### src/rtl/debug_trace_rx_if.sv
// Serial input and record-output bundle for debug_trace_rx.
// DEBUG_TRACE_RX_STATS_EN adds the record/error counter signals.
interface debug_trace_rx_if #(
  parameter int CAPTURE_WIDTH_BITS = 88
);
  logic                          uart_rx;
  logic                          record_valid;
  logic [CAPTURE_WIDTH_BITS-1:0] record_data;
  logic                          frame_error;
  logic                          record_dropped;
`ifdef DEBUG_TRACE_RX_STATS_EN
  logic [31:0]                   rx_record_count;
  logic [15:0]                   rx_error_count;

  modport master (
    input  uart_rx,
    output record_valid, record_data, frame_error, record_dropped,
    output rx_record_count, rx_error_count
  );
  modport slave (
    output uart_rx,
    input  record_valid, record_data, frame_error, record_dropped,
    input  rx_record_count, rx_error_count
  );
`else
  modport master (
    input  uart_rx,
    output record_valid, record_data, frame_error, record_dropped
  );
  modport slave (
    output uart_rx,
    input  record_valid, record_data, frame_error, record_dropped
  );
`endif
endinterface

### src/rtl/debug_trace_rx.sv
// 8N1 UART receiver packing LSB-first bytes into records; record_valid pulses 1 cycle after the last stop-bit sample,
// no backpressure (every pulse must be taken). DEBUG_TRACE_RX_STATS_EN adds record/error counters.
module debug_trace_rx #(
  parameter int BAUD_DIVIDE        = 434,
  parameter int CAPTURE_WIDTH_BITS = 88,
  parameter int IDLE_TIMEOUT_BITS  = 20
) (
  input  logic             clk,
  input  logic             reset,
  debug_trace_rx_if.master bus
);
  localparam int BYTES_PER_RECORD = (CAPTURE_WIDTH_BITS + 7) / 8;
  localparam int GAP_LIMIT        = IDLE_TIMEOUT_BITS * BAUD_DIVIDE;
  localparam int BW               = $clog2(BAUD_DIVIDE) + 1;
  localparam int GW               = $clog2(GAP_LIMIT) + 1;
  localparam int IW               = $clog2(BYTES_PER_RECORD) + 1;
  localparam int CW               = CAPTURE_WIDTH_BITS;

  localparam logic [BW-1:0] BAUD_FULL = BW'(BAUD_DIVIDE);
  localparam logic [BW-1:0] BAUD_HALF = BW'(BAUD_DIVIDE / 2);
  localparam logic [GW-1:0] GAP_LAST  = GW'(GAP_LIMIT - 1);
  localparam logic [IW-1:0] IDX_LAST  = IW'(BYTES_PER_RECORD - 1);

  typedef enum logic [2:0] {
    RX_IDLE,
    RX_START,
    RX_DATA,
    RX_STOP,
    RX_BREAK
  } rx_state_e;

  rx_state_e         state_q, state_d;
  logic              sync1_q, sync2_q;
  logic [BW-1:0]     baud_q, baud_d;
  logic [3:0]        bit_q, bit_d;
  logic [7:0]        shift_q, shift_d;
  logic [IW-1:0]     idx_q, idx_d;
  logic [GW-1:0]     gap_q, gap_d;
  logic [CW-1:0]     rec_q, rec_d;
  logic [CW-1:0]     rec_full;
  logic [CW-1:0]     data_q, data_d;
  logic              valid_q, valid_d;
  logic              ferr_q, ferr_d;
  logic              drop_q, drop_d;
  logic              baud_done;

  always_ff @(posedge clk or posedge reset) begin
    if (reset) begin
      sync1_q <= 1'b1;
      sync2_q <= 1'b1;
    end else begin
      sync1_q <= bus.uart_rx;
      sync2_q <= sync1_q;
    end
  end

  assign baud_done = (baud_q == BW'(1));

  // Record as it would look with the byte in shift_q written into lane idx_q; bits past CW are dropped.
  always_comb begin
    rec_full = rec_q;
    for (int i = 0; i < CW; i++) begin
      if (idx_q == IW'(i / 8)) rec_full[i] = shift_q[i % 8];
    end
  end

  always_comb begin
    state_d = state_q;
    baud_d  = baud_q;
    bit_d   = bit_q;
    shift_d = shift_q;
    idx_d   = idx_q;
    gap_d   = '0;
    rec_d   = rec_q;
    data_d  = data_q;
    valid_d = 1'b0;
    ferr_d  = 1'b0;
    drop_d  = 1'b0;
    unique case (state_q)
      RX_IDLE: begin
        // Timeout and a same-cycle start edge both act: the new byte opens a fresh record.
        if (idx_q != '0) begin
          if (gap_q == GAP_LAST) begin
            drop_d = 1'b1;
            idx_d  = '0;
          end else begin
            gap_d = gap_q + 1'b1;
          end
        end
        if (!sync2_q) begin
          state_d = RX_START;
          baud_d  = BAUD_HALF;
        end
      end
      RX_START: begin
        if (baud_done) begin
          if (!sync2_q) begin
            state_d = RX_DATA;
            bit_d   = '0;
            baud_d  = BAUD_FULL;
          end else begin
            state_d = RX_IDLE;
          end
        end else begin
          baud_d = baud_q - 1'b1;
        end
      end
      RX_DATA: begin
        if (baud_done) begin
          shift_d = {sync2_q, shift_q[7:1]};
          baud_d  = BAUD_FULL;
          if (bit_q == 4'd7) state_d = RX_STOP;
          else               bit_d   = bit_q + 1'b1;
        end else begin
          baud_d = baud_q - 1'b1;
        end
      end
      RX_STOP: begin
        if (baud_done) begin
          if (sync2_q) begin
            state_d = RX_IDLE;
            if (idx_q == IDX_LAST) begin
              valid_d = 1'b1;
              data_d  = rec_full;
              idx_d   = '0;
            end else begin
              rec_d = rec_full;
              idx_d = idx_q + 1'b1;
            end
          end else begin
            state_d = RX_BREAK;
            ferr_d  = 1'b1;
            drop_d  = (idx_q != '0);
            idx_d   = '0;
          end
        end else begin
          baud_d = baud_q - 1'b1;
        end
      end
      RX_BREAK: begin
        if (sync2_q) state_d = RX_IDLE;
      end
      default: state_d = RX_IDLE;
    endcase
  end

  always_ff @(posedge clk or posedge reset) begin
    if (reset) begin
      state_q <= RX_IDLE;
      baud_q  <= '0;
      bit_q   <= '0;
      shift_q <= '0;
      idx_q   <= '0;
      gap_q   <= '0;
      rec_q   <= '0;
      data_q  <= '0;
      valid_q <= 1'b0;
      ferr_q  <= 1'b0;
      drop_q  <= 1'b0;
    end else begin
      state_q <= state_d;
      baud_q  <= baud_d;
      bit_q   <= bit_d;
      shift_q <= shift_d;
      idx_q   <= idx_d;
      gap_q   <= gap_d;
      rec_q   <= rec_d;
      data_q  <= data_d;
      valid_q <= valid_d;
      ferr_q  <= ferr_d;
      drop_q  <= drop_d;
    end
  end

  assign bus.record_valid   = valid_q;
  assign bus.record_data    = data_q;
  assign bus.frame_error    = ferr_q;
  assign bus.record_dropped = drop_q;

`ifdef DEBUG_TRACE_RX_STATS_EN
  logic [31:0] rec_cnt_q;
  logic [15:0] err_cnt_q;

  // Updated on the same edge that launches the pulses so counts line up with them.
  always_ff @(posedge clk or posedge reset) begin
    if (reset) begin
      rec_cnt_q <= '0;
      err_cnt_q <= '0;
    end else begin
      if (valid_d) rec_cnt_q <= rec_cnt_q + 1'b1;
      if ((ferr_d || drop_d) && (err_cnt_q != 16'hffff)) err_cnt_q <= err_cnt_q + 1'b1;
    end
  end

  assign bus.rx_record_count = rec_cnt_q;
  assign bus.rx_error_count  = err_cnt_q;
`endif
endmodule

### src/flat_wrapper.sv
// flat-port wrapper written by rule: the top's interface ports become plain ports
module debug_trace_rx_flat 
#(
  parameter int BAUD_DIVIDE        = 434,
  parameter int CAPTURE_WIDTH_BITS = 88,
  parameter int IDLE_TIMEOUT_BITS  = 20
)
  (clk, reset, bus_uart_rx, bus_record_valid, bus_record_data, bus_frame_error, bus_record_dropped);
  debug_trace_rx_if #(.CAPTURE_WIDTH_BITS(CAPTURE_WIDTH_BITS)) bus_i ();
  input  logic clk;
  input  logic reset;
  input wire logic [$bits(bus_i.uart_rx)-1:0] bus_uart_rx;
  output wire logic [$bits(bus_i.record_valid)-1:0] bus_record_valid;
  output wire logic [$bits(bus_i.record_data)-1:0] bus_record_data;
  output wire logic [$bits(bus_i.frame_error)-1:0] bus_frame_error;
  output wire logic [$bits(bus_i.record_dropped)-1:0] bus_record_dropped;
  assign bus_i.uart_rx = bus_uart_rx;
  assign bus_record_valid = bus_i.record_valid;
  assign bus_record_data = bus_i.record_data;
  assign bus_frame_error = bus_i.frame_error;
  assign bus_record_dropped = bus_i.record_dropped;
  debug_trace_rx #(.BAUD_DIVIDE(BAUD_DIVIDE), .CAPTURE_WIDTH_BITS(CAPTURE_WIDTH_BITS), .IDLE_TIMEOUT_BITS(IDLE_TIMEOUT_BITS)) u_core (.clk(clk), .reset(reset), .bus(bus_i));
endmodule
### config.mk
export PLATFORM = sky130hd
export DESIGN_NAME = debug_trace_rx_flat
export DESIGN_NICKNAME = d
export VERILOG_FILES = /design/src/rtl/debug_trace_rx_if.sv /design/src/rtl/debug_trace_rx.sv /design/src/flat_wrapper.sv
export SDC_FILE = /design/constraint.sdc
export NUM_CORES = 1
export LEC_CHECK = 0
export CAP_MARGIN = 30
export CORE_AREA = 4 4 157 159
export DETAILED_ROUTE_END_ITERATION = 10
export DIE_AREA = 0 0 161 163
export HOLD_SLACK_MARGIN = 0.03
export PLACE_DENSITY = 0.68
export SLEW_MARGIN = 15
export SYNTH_ARGS = -nofsm -noshare
export SYNTH_HDL_FRONTEND = slang
export SYNTH_SLANG_ARGS = --single-unit
### constraint.sdc
create_clock -name clk -period 21.4 [get_ports clk]
set_clock_uncertainty 0.2 [all_clocks]
set_input_delay 4.28 -clock clk [delete_from_list [all_inputs] [get_ports clk]]
set_output_delay 4.28 -clock clk [all_outputs]
set_load 0.02 [all_outputs]
# After elaboration in Yosys (flattened, before gate mapping)
# Index checks and enable logic that the tools add are counted.
# totals
wordCells	189
reg_bits	226
# op_classes
n_reduce_logical	13
muxes	129
n_eq_ne	29
bitwise_logic	1
addsub	4
# op_table
cell	n
1-bit two-way mux	99
10-bit two-way mux	5
15-bit two-way mux	3
10-bit case mux with 4 select lines	1
5-bit two-way mux	5
3-bit two-way mux	7
5-bit by 3-bit equality test with 1-bit output, second input constant	4
4-bit two-way mux	4
4-bit AND reduction	4
15-bit by 1-bit adder with 15-bit output, second input constant	1
15-bit by 14-bit equality test with 1-bit output, second input constant	1
5-bit by 4-bit equality test with 1-bit output, second input constant	3
3-bit case mux with 5 select lines	1
2-bit by 1-bit inequality test with 1-bit output, second input constant	7
10-bit by 1-bit equality test with 1-bit output, second input constant	1
5-bit by 2-bit equality test with 1-bit output, second input constant	2
5-bit case mux with 2 select lines	1
10-bit by 1-bit subtractor with 10-bit output, second input constant	1
2-bit inequality test, second input constant	4
4-bit case mux with 2 select lines	1
3-bit by 2-bit equality test with 1-bit output, second input constant	2
6-bit AND reduction	1
5-bit by 1-bit adder with 5-bit output, second input constant	1
5-bit by 1-bit equality test with 1-bit output, second input constant	1
other kinds (15)	16

# Logic depth before layout (Yosys ltp)
# depth
word_depth	5
depth_mapped	10

# Worst setup path before layout
# No wires, ideal clock.
# synth_path
path_type	register to output
start	register u_core.data_q[10] (netlist: u_core.bus.record_data[10])
end	output port bus_record_data[10]
path_buffers	0
t_arrival_ns	0.423
path_stages_with_launch	1
slack_ns	16.497
cell_sequence	dfrtp_1
# synth_lines
element	line	rtl
start, declared	debug_trace_rx.sv:41	logic [CW-1:0] data_q, data_d;
start signal, assigned	debug_trace_rx.sv:168	data_q <= data_d;
end, declared	flat_wrapper.sv:14	output wire logic [$bits(bus_i.record_data)-1:0] bus_record_data;
# No word-level cell between the ends.

# Worst setup path after layout
# layout_path
start	register u_core.data_q[6] (netlist: u_core.bus.record_data[6])
end	output port bus_record_data[6]
# No word-level cell between the ends.

==> results summary <==
The number of pins with negative max-slew slack in the final report came out at 0. The synthesized netlist occupies a cell area of 10,260 um^2. In the synthesized netlist, the cells that appear most often are 247 x sky130_fd_sc_hd__mux2_2, 216 x sky130_fd_sc_hd__dfrtp_1, 25 x sky130_fd_sc_hd__nor2_1, 24 x sky130_fd_sc_hd__clkbuf_1, 19 x sky130_fd_sc_hd__nand2_1. Setup repair after global routing left no endpoint under its margin. On the critical path, the stage with the largest delay is an instance of sky130_fd_sc_hd__clkdlybuf4s50_1. In this run the most critical hold path is launched from u_core.sync1_q$_DFF_PP1_. TritonCTS built the clock tree.

The largest net degree at the start of global routing came out at 81. The number of max-capacitance violations reported is 0. The sum of buffers and inverters on the critical path came out at 1. The number of warning messages in the yosys log came out at 0. The post-detailed-route DRC marker count is 0.

The port buffer count came out at 93. The minimum clock period after layout came out at 6013 ps. The post-CTS setup buffer count came out at 0. The power per unit of standard cell area came out at 66.83 nW/um^2. The per-instance average area after synthesis came out at 13.37 um^2. The total clock sinks came out at 218.

For this run the aggregate overflow at the end of global routing stands at 0. The worst-case clock buffer depth is 3. The total clock buffers created by CTS came out at 23. CTS built an H-tree with a depth of 1.

The HPWL after detailed placement is 13,510 um. The relative max-transition margin came out at 39.46%. The primary flip-flop cell chosen by synthesis mapping is sky130_fd_sc_hd__dfrtp_1.

The initial antenna violation count is 0. The share of the cycle needed by the critical path after routing came out at 28.10%. The type of the worst setup path is flip-flop to output port. The total routing usage reported by global routing came out at 16.17%. The hold buffer count at cts is 0.

The via count of the first global-routing pass came out at 6,475. In this run the critical register-to-register path is launched from u_core.baud_q[0]$_DFFE_PP0P_. The number of failing setup endpoints in the final timing report came out at 0. The maximum ir drop on the vdd rail came out at 0.00006139 V. The pin slew with the least headroom to its limit is 904.8 ps.

The antenna diode instance count is 0. The highest net fanout along the worst path came out at 2. The count of distinct cell types in the synthesized netlist came out at 69. The total negative slack came out at 0 ps. The routed length per instance is 18.03 um. The flip-flop and latch count after synthesis is 218. The run finished with clean final reports. The first detailed-routing pass ran for 4 iterations. The initial core utilization is 44.13%. The path type of the worst min-delay path is flip-flop to flip-flop. The die covers 26,240 um^2. In this run the biggest area consumer among cell types represents 52.66% of the synthesized area. The critical path starts at u_core.bus.record_data[6]$_DFFE_PP0P_.

The post-synth net total came out at 779. The overall power is 0.8190 mW. The number of enable flip-flop cells after synthesis came out at 0.

The reported leakage power is 5.670 nW. The routed design has 21,240 um of wire. The routability congestion estimate from global placement came out at 0.8386. STA classifies the critical path startpoint as a flip-flop. Ranked by total cell area, the synthesized netlist is headed by sky130_fd_sc_hd__dfrtp_1 53%, sky130_fd_sc_hd__mux2_2 27%, sky130_fd_sc_hd__mux2_1 0.99%. In this run the core area contains 56 standard-cell rows. The stage delay of the slowest cell on the critical path came out at 630 ps. The first global-routing pass estimated 34,910 um of wire.

The kind of end point of the critical path is an output port. The post-cts resize count came out at 0. At the worst endpoint, the arrival time is 1530 ps. The vertical extent of the die came out at 163 um. Of the cells placed in the final design, the portion with a size suffix greater than 1 is 37.25%. The number of inserted filler cells in the final layout came out at 2,066. The number of hold violations in the final report came out at 0. The async set or reset register ratio after synthesis is 100.0%. The routed layout has 6,301 vias. The starting DRC count in detailed routing came out at 419. For this run, the post-layout net count is 853.

The maximum clock rate is 0.1663 GHz. The most common cell in the synthesized netlist is sky130_fd_sc_hd__mux2_2. The biggest area contributor in the post-synthesis netlist is sky130_fd_sc_hd__dfrtp_1. The clock root buffer master is sky130_fd_sc_hd__clkbuf_16. The antenna violation net count after detailed routing came out at 0. The die is 161 um wide. Walking the worst path, the cells encountered are clkdlybuf4s50_1.

The I/O pin count came out at 94. The number of cells produced by synthesis came out at 768. The clock-pin transition on the worst setup and hold timing paths came out at 60 ps. The critical path data required time is 16,920 ps. Among cell families on the critical path, the largest total delay comes from buffers and inverters. The mean number of vias per cell is 5.349. The standard cell core area came out at 23,260 um^2. The sequential element share of the synthesized area came out at 53.17%. Compared with the post-synthesis result, the final layout area differs by 19.39%. The insertion delay to the later sink of the worst-skew pair is 510 ps.
[report_power, final]
| part | internal (mW) | total, mW | switching, mW |
|---|---|---|---|
| combinational | 0.00189 | 0.0106 | 0.00872 |
| sequential | 0.413 | 0.413 | 0.000471 |
| clock | 0.237 | 0.395 | 0.159 |
[cell usage in the layout (no fill, tap or decap), types with 4 or more instances in the layout]
| cell | netlist | layout |
|---|---|---|
| sky130_fd_sc_hd__clkinv_2 | 0 | 5 |
| sky130_fd_sc_hd__xnor2_1 | 6 | 6 |
| sky130_fd_sc_hd__ha_1 | 8 | 8 |
| sky130_fd_sc_hd__mux2_1 | 9 | 9 |
| sky130_fd_sc_hd__nand2_1 | 19 | 19 |
| sky130_fd_sc_hd__dfrtp_1 | 216 | 216 |
| sky130_fd_sc_hd__clkbuf_8 | 0 | 4 |
| sky130_fd_sc_hd__nor3b_1 | 4 | 4 |
| sky130_fd_sc_hd__nor4_1 | 5 | 5 |
| sky130_fd_sc_hd__o21ai_0 | 6 | 6 |
| sky130_fd_sc_hd__inv_1 | 12 | 11 |
| sky130_fd_sc_hd__clkbuf_16 | 0 | 23 |
| sky130_fd_sc_hd__clkbuf_1 | 24 | 6 |
| sky130_fd_sc_hd__nand3_1 | 15 | 15 |
| sky130_fd_sc_hd__clkdlybuf4s50_1 | 0 | 93 |
| sky130_fd_sc_hd__buf_4 | 8 | 7 |
| sky130_fd_sc_hd__mux2_2 | 247 | 247 |
| sky130_fd_sc_hd__and2_1 | 7 | 7 |
| sky130_fd_sc_hd__a21oi_1 | 4 | 4 |
| sky130_fd_sc_hd__mux2i_1 | 5 | 5 |
| sky130_fd_sc_hd__nor3_1 | 13 | 13 |
| sky130_fd_sc_hd__xor2_1 | 6 | 6 |
| sky130_fd_sc_hd__a2bb2oi_1 | 5 | 5 |
| sky130_fd_sc_hd__nor2_1 | 25 | 25 |
| sky130_fd_sc_hd__o31ai_1 | 4 | 4 |
| sky130_fd_sc_hd__nand4_1 | 10 | 10 |
| sky130_fd_sc_hd__nor3b_2 | 6 | 6 |
| sky130_fd_sc_hd__a31oi_1 | 4 | 4 |
[flip-flops by register name (all words and copies together), names as in the netlist]
name                       count
u_core.baud_q                 10
u_core.bit_q                   4
u_core.bus.frame_error         1
u_core.bus.record_data        88
u_core.bus.record_dropped      1
u_core.bus.record_valid        1
u_core.gap_q                  15
u_core.idx_q                   5
u_core.rec_q                  80
u_core.shift_q                 8
u_core.state_q                 3
u_core.sync1_q                 1
u_core.sync2_q                 1
[cell families after synthesis]
group	after synthesis	share of synthesized area, %
AND/OR/NAND/NOR	144	8.910
XOR/XNOR	12	1.024
multiplexers	261	28.57
buffers and inverters	67	3.059
flip-flops	218	53.17
AO/OA/AOI/OAI	58	4.291
adder cells (fa/ha/maj)	8	0.9752
[stage by stage]
stage / utilization, % / hold slack (ps) / cells / cell area (um^2) / setup slack, ps
after floorplan: - / 145.2 / 768 / 10260 / 10960
after global placement: 49.02 / 163.6 / 1132 / 11400 / 14580
after detailed placement: 49.32 / 163.7 / 1135 / 11470 / 14610
after CTS: 52.57 / 173.4 / 1177 / 12230 / 15160
after global routing: 52.68 / 173.7 / 1178 / 12260 / 15340
final: 52.68 / 172.7 / 1178 / 12260 / 15390
[layout make-up]
| cell class | count | area (um^2) | share of cell area, % |
|---|---|---|---|
| flip-flops and latches | 218 | 5458 | 44.53 |
| repair buffers | 104 | 1081 | 8.821 |
| clock buffers | 33 | 653.1 | 5.329 |
| multi-input cells | 483 | 4511 | 36.80 |
| inverters | 12 | 52.55 | 0.4288 |
| well taps | 319 | 399.1 | 3.257 |
| clock inverters | 9 | 101.3 | 0.8270 |
[worst paths after layout]
| check | cells past startpoint | to | slack, ps |
|---|---|---|---|
| min | 0 | u_core.sync2_q$_DFF_PP1_ | 170 |
| min in group asynchronous | 2 | u_core.bus.record_data[40]$_DFFE_PP0P_ | 4020 |
| max in group asynchronous | 5 | u_core.bus.record_data[43]$_DFFE_PP0P_ | 15620 |
| max reg2reg | 7 | u_core.bus.record_data[36]$_DFFE_PP0P_ | 17940 |
| max | 1 | bus_record_data[6] | 15390 |
| min reg2reg | 0 | u_core.sync2_q$_DFF_PP1_ | 170 |
[routing by layer]
layer  vias to the layer above  global-route usage, %  share of wire, %
met3                        33                  2.480               3.8
met4                         0                  4.808               2.2
li1                       2949                      -                 -
met5                         -                      0                 0
met2                       124                  25.71                46
met1                      3195                  23.15                48
Power figures use the tool's default switching activity.
